===== config.mk =====
export PLATFORM = sky130hd
export DESIGN_NAME = fib_stream_gen_flat
export DESIGN_NICKNAME = d
export VERILOG_FILES = /design/src/rtl/fib_stream_gen_pkg.sv /design/src/rtl/fib_stream_gen_if.sv /design/src/rtl/fib_stream_gen.sv /design/src/flat_wrapper.sv
export SDC_FILE = /design/constraint.sdc
export NUM_CORES = 1
export LEC_CHECK = 0
export CAP_MARGIN = 20
export CORE_ASPECT_RATIO = 1.75
export CORE_UTILIZATION = 52
export CTS_CLUSTER_SIZE = 16
export DETAILED_ROUTE_END_ITERATION = 16
export PLACE_DENSITY = 0.8
export SYNTH_ARGS = -nofsm -noshare
export SYNTH_HDL_FRONTEND = slang
export SYNTH_SLANG_ARGS = --single-unit

===== constraint.sdc =====
create_clock -name clk -period 4.8 [get_ports clk]
set_input_delay 0.48 -clock clk [delete_from_list [all_inputs] [get_ports clk]]
set_output_delay 0.48 -clock clk [all_outputs]
set_load 0.1 [all_outputs]

===== src/rtl/fib_stream_gen_pkg.sv =====
// Shared types and default widths for the Fibonacci-type stream generator.
package fib_stream_pkg;

    localparam int DATA_WIDTH = 32;
    localparam int CNT_WIDTH  = 16;

    typedef enum logic [0:0] {
        IDLE = 1'b0,
        RUN  = 1'b1
    } state_t;

endpackage


===== src/rtl/fib_stream_gen_if.sv =====
// Valid/ready term stream carrying data, index and last-term marking.
interface fib_stream_gen_if #(
    parameter int DATA_WIDTH = fib_stream_pkg::DATA_WIDTH,
    parameter int CNT_WIDTH  = fib_stream_pkg::CNT_WIDTH
);

    logic                  out_valid;
    logic                  out_ready;
    logic [DATA_WIDTH-1:0] out_data;
    logic [CNT_WIDTH-1:0]  out_index;
    logic                  out_last;

    modport master (
        output out_valid,
        output out_data,
        output out_index,
        output out_last,
        input  out_ready
    );

    modport slave (
        input  out_valid,
        input  out_data,
        input  out_index,
        input  out_last,
        output out_ready
    );

endinterface


===== src/rtl/fib_stream_gen.sv =====
// Restartable t[n] = t[n-1] + t[n-2] generator with programmable seeds and
// term count; the sequence stops on the last term that fits in DATA_WIDTH.
module fib_stream_gen #(
    parameter int DATA_WIDTH = fib_stream_pkg::DATA_WIDTH,
    parameter int CNT_WIDTH  = fib_stream_pkg::CNT_WIDTH
) (
    input  logic                  clk,
    input  logic                  reset,
    input  logic                  start,
    input  logic [DATA_WIDTH-1:0] seed0,
    input  logic [DATA_WIDTH-1:0] seed1,
    input  logic [CNT_WIDTH-1:0]  num_terms,
    output logic                  busy,
    output logic                  overflow,
    output logic                  done,
    fib_stream_gen_if.master      out_if
);

    import fib_stream_pkg::*;

    localparam logic [CNT_WIDTH-1:0] CNT_ONE  = {{(CNT_WIDTH-1){1'b0}}, 1'b1};
    localparam logic [CNT_WIDTH-1:0] CNT_ZERO = {CNT_WIDTH{1'b0}};

    state_t                state_r, state_s;
    logic [DATA_WIDTH-1:0] a_r, a_s;
    logic [DATA_WIDTH-1:0] b_r, b_s;
    logic                  b_ok_r, b_ok_s;
    logic [CNT_WIDTH-1:0]  cnt_r, cnt_s;
    logic [CNT_WIDTH-1:0]  index_r, index_s;
    logic                  overflow_r, overflow_s;
    logic                  done_r, done_s;

    logic [DATA_WIDTH:0]   sum_s;
    logic [CNT_WIDTH-1:0]  cnt_m1_s;
    logic                  last_s;

    // b_ok_r says whether b (the next term) fits, so last also covers the overflow stop.
    assign sum_s    = {1'b0, a_r} + {1'b0, b_r};
    assign cnt_m1_s = cnt_r - CNT_ONE;
    assign last_s   = (index_r == cnt_m1_s) || !b_ok_r;

    // State and datapath registers with synchronous reset.
    always_ff @(posedge clk) begin
        if (reset) begin
            state_r    <= IDLE;
            a_r        <= {DATA_WIDTH{1'b0}};
            b_r        <= {DATA_WIDTH{1'b0}};
            b_ok_r     <= 1'b0;
            cnt_r      <= CNT_ZERO;
            index_r    <= CNT_ZERO;
            overflow_r <= 1'b0;
            done_r     <= 1'b0;
        end else begin
            state_r    <= state_s;
            a_r        <= a_s;
            b_r        <= b_s;
            b_ok_r     <= b_ok_s;
            cnt_r      <= cnt_s;
            index_r    <= index_s;
            overflow_r <= overflow_s;
            done_r     <= done_s;
        end
    end

    // Next-state logic: start handling in IDLE, term advance on handshake in RUN.
    always_comb begin
        state_s    = state_r;
        a_s        = a_r;
        b_s        = b_r;
        b_ok_s     = b_ok_r;
        cnt_s      = cnt_r;
        index_s    = index_r;
        overflow_s = overflow_r;
        done_s     = 1'b0;
        case (state_r)
            IDLE: begin
                if (start && (num_terms != CNT_ZERO)) begin
                    a_s        = seed0;
                    b_s        = seed1;
                    cnt_s      = num_terms;
                    index_s    = CNT_ZERO;
                    b_ok_s     = 1'b1;
                    overflow_s = 1'b0;
                    state_s    = RUN;
                end else if (start) begin
                    overflow_s = 1'b0;
                    done_s     = 1'b1;
                end else begin
                    state_s = IDLE;
                end
            end
            RUN: begin
                if (out_if.out_ready && last_s) begin
                    state_s    = IDLE;
                    done_s     = 1'b1;
                    overflow_s = !b_ok_r && (index_r < cnt_m1_s);
                end else if (out_if.out_ready) begin
                    a_s     = b_r;
                    b_s     = sum_s[DATA_WIDTH-1:0];
                    b_ok_s  = b_ok_r && !sum_s[DATA_WIDTH];
                    index_s = index_r + CNT_ONE;
                end else begin
                    state_s = RUN;
                end
            end
            default: begin
                state_s = IDLE;
            end
        endcase
    end

    assign busy             = (state_r == RUN);
    assign overflow         = overflow_r;
    assign done             = done_r;
    assign out_if.out_valid = (state_r == RUN);
    assign out_if.out_data  = a_r;
    assign out_if.out_index = index_r;
    assign out_if.out_last  = (state_r == RUN) && last_s;

endmodule

===== src/flat_wrapper.sv =====
// flat-port wrapper written by rule: the top's interface ports become plain ports
module fib_stream_gen_flat import fib_stream_pkg::*;
#(
    parameter int DATA_WIDTH = fib_stream_pkg::DATA_WIDTH,
    parameter int CNT_WIDTH  = fib_stream_pkg::CNT_WIDTH
)
  (clk, reset, start, seed0, seed1, num_terms, busy, overflow, done, out_if_out_valid, out_if_out_data, out_if_out_index, out_if_out_last, out_if_out_ready);
  fib_stream_gen_if #(.DATA_WIDTH(DATA_WIDTH), .CNT_WIDTH(CNT_WIDTH)) out_if_i ();
  input  logic clk;
  input  logic reset;
  input  logic start;
  input  logic [DATA_WIDTH-1:0] seed0;
  input  logic [DATA_WIDTH-1:0] seed1;
  input  logic [CNT_WIDTH-1:0] num_terms;
  output logic busy;
  output logic overflow;
  output logic done;
  output wire logic [$bits(out_if_i.out_valid)-1:0] out_if_out_valid;
  output wire logic [$bits(out_if_i.out_data)-1:0] out_if_out_data;
  output wire logic [$bits(out_if_i.out_index)-1:0] out_if_out_index;
  output wire logic [$bits(out_if_i.out_last)-1:0] out_if_out_last;
  input wire logic [$bits(out_if_i.out_ready)-1:0] out_if_out_ready;
  assign out_if_out_valid = out_if_i.out_valid;
  assign out_if_out_data = out_if_i.out_data;
  assign out_if_out_index = out_if_i.out_index;
  assign out_if_out_last = out_if_i.out_last;
  assign out_if_i.out_ready = out_if_out_ready;
  fib_stream_gen #(.DATA_WIDTH(DATA_WIDTH), .CNT_WIDTH(CNT_WIDTH)) u_core (.clk(clk), .reset(reset), .start(start), .seed0(seed0), .seed1(seed1), .num_terms(num_terms), .busy(busy), .overflow(overflow), .done(done), .out_if(out_if_i));
endmodule

==> reports/results.ini <==
[floorplanning]
fp.dieW_um=87.0
die_area_mm2=0.0131
start_util_pct=53.1
io-pin-count=137
die_h_um=151
coreArea_mm2=0.0124
fp-row-count=54

[hold_path]
hold_depth=2
hp-class=flip-flop to flip-flop

[worst_setup_path]
cp-start-kind=flip-flop
arrival_ns=3.57
crit_chain=nor3_1 > nand2b_1 > nor2_1 > nand2_1 > nor3_1 > nand2b_1 > nor4_1 > xnor2_1 > ha_1 > nand4_1 > or3_1 > o21ai_1 > and2_1 > buf_4
critPathRequiredTime_ns=4.32
cp_num_buf_inv=1
crit_type=flip-flop to output pin
path_delay_family=simple AND/OR/NAND/NOR gates
worstPathMaxFanout=5
cp_slowest_cell=or3_1
slowest_delay_ns=0.43
worstSetupPathDepth=14
r2r_setup_slack_ns=0.89
rr_worst_depth=18
cp-end-kind=output pin

[detailed_routing]
wl_per_cell_um=16.4
postRouteAntennaNets=0
dr.pass1.iters=5
wl_um=17600
dr.first_iter.drc_count=265
drc=0
route.vias.total=6217
vias_per_cell=5.80

[clock_tree]
cts_resized=0
h-tree-depth=3
hold_buffers=0
root_buffer=clkbuf_16
clockBufferDepth=2
cts_sinks=100
numCtsBuffers=9
cts_tree=yes
clk_latency_ns=0.35
clk_pin_slew_worst_paths_ns=0.07
post_cts_buffers=0

[grt]
busiest_layer=met2
grt_pass1_vias=6130
met3_usage_pct=3.78
grt-ovfl-total=0
track_usage_pct=27.3
grt_max_degree=68
met2_usage_pct=54.2
gr-usage-met1_pct=26.5
antenna_found_initial=0
grt_pass1_wl_um=27900

[placement]
dp_cells=1057
port_buffers=136
hpwl_um=13500
postPlaceCellArea_mm2=0.00801
gp_congestion=0.950

[sta]
rsz0062_at_grt=no
max_freq_ghz=0.247
slew_viol_final=0
relSlewSlack_pct=31.9
post-route-period-util_pct=84.4
hold_viol=0
totalNegativeSetupSlack_ns=0
tightest_slew_ns=1.02
setup_viol=0
whs_ns=0.494
fin_crit_ns=4.05
fin_worst_skew_ns=0.0108

[synthesis]
synthAdderAreaFrac_pct=9.83
yosysTopAreaCell=dfxtp_1
synth-xor-area-share_pct=7.33
synthMuxAreaShare_pct=6.86
synth_fp_nets=929
synth_edf_count=0
synth_cell_types=67
synth_compound_gate_area_share_pct=23.5
async_flop_share_pct=0
synth_top_area_share_pct=30.5
synth-simple-area-share_pct=18.2
yosysSeqAreaShare_pct=30.5
synth_top_family_by_area=compound AO/OA/AOI/OAI gates
synth_area_mm2=0.00657
synthCells=794
avgSynthCellArea_um2=8.27
ys_ff_latch=100
synth.area.top_cells=dfxtp_1, ha_1, mux2i_1
synth_top_flop_cell=dfxtp_1
synth_warnings=0

[power]
p_per_area_mw_per_mm2=310
peakVddDrop_v=0.000214
p_leak_nw=3.40

[layout]
num-fill-cells=1094
drive_above_1_share_pct=4.54
fin_area_mm2=0.00829
final_nets=1035
fin_cells=1072
antenna_cells=0
area_delta_synth_final_pct=26.2

[flow_run]
cap_viol_max_count=0

[status]
status=complete, no violations

[cells in the final DEF, fill, tap and decap left out, types with 3 or more instances in the layout]
master and count:
a2111oi_0 3, a211oi_1 53, a21o_1 24, a21oi_1 64, a221oi_1 4, a31oi_1 3
and2_1 4, and3_1 9, buf_4 7, clkbuf_16 9, clkdlybuf4s50_1 134, clkinv_4 3
dfxtp_1 99, ha_1 50, inv_1 12, mux2i_1 45, nand2_1 78, nand2b_1 11
nand3_1 10, nand4_1 16, nor2_1 87, nor2b_1 5, nor3_1 11, nor3b_1 6
nor4_1 7, o211ai_1 3, o21a_1 7, o21ai_0 23, o21ai_1 4, o22ai_1 6
or3_1 7, xnor2_1 27, xor2_1 28
[stage by stage]
stage	util, %	setup slack, ns	power (W)
finish	67.0	0.747	0.00257
floorplan	-	1.03	0.00163
detailed placement	64.7	0.976	0.00187
global placement	64.7	1.08	0.00186
CTS	67.0	0.740	0.00258
global route	67.0	0.443	0.00269
[power by group]
group	switching (W)	internal (W)	total [W]
registers	0.0000677	0.000893	0.000960
logic	0.000565	0.000334	0.000899
clock network	0.000345	0.000361	0.000706
[Yosys cell counts, drive strengths merged (5+ instances only)]
master   instances
nand2           79
buf             14
nor2            88
or3              7
o21a             7
dfxtp          100
nand4           16
a21o            24
clkbuf          34
nand3           11
mux2i           45
a2111oi          6
nor2b            5
nor3            11
o21ai           28
inv             12
ha              50
a21oi           65
xnor2           27
nand2b          11
and3             9
nor4             7
a211oi          55
xor2            28
o22ai            6
nor3b            6
[state kept, by name, summed over array words and instances (netlist names)]
name and cells:
u_core.out_if.out_data 32, u_core.overflow 1, u_core.out_if.out_index 16, u_core.done 1, u_core.b_ok_r 1, u_core.cnt_r 16, u_core.busy 1, u_core.b_r 32
[layout make-up]
type	instances	area, µm²	area share [%]
Clock inverter	6	57.6	0.694
Tap cell	168	210	2.54
Inverter	12	45.0	0.543
Clock buffer	9	225	2.72
Multi-Input combinational cell	634	4330	52.2
Sequential cell	100	2010	24.2
Timing Repair Buffer	143	1420	17.1
[worst reg2reg max path: cells and delay by family (launching register included)]
family	cells	cell delay (ns)
and+or+nand+nor	12	2.26
adders and majority gates	1	0.30
DFF	1	0.35
AOI/OAI and AO/OA	3	0.54
buffers and inverters	1	0.21
xor gates and xnor gates	1	0.11
[final timing paths]
| check | start | to |
|---|---|---|
| max | u_core.cnt_r[2] | out_if_out_last |
| min | u_core.b_r[2] | u_core.b_r[2] |
| max reg2reg | u_core.cnt_r[2] | u_core.b_r[13] |
| min reg2reg | u_core.b_r[2] | u_core.b_r[2] |
[kinds of logic after synthesis]
group	count (synthesis)
flops	100
simple gates	259
buf+inv	60
mux	45
compound gates	224
xor+xnor	55
fa+ha+maj	51
[routing by layer]
layer	vias up	part of all wire (%)
li1	3106	-
met4	0	3.9
met3	45	3.4
met2	153	56
met1	2913	37
met5	-	0
Note: power is estimated with default switching activity, not from simulation.
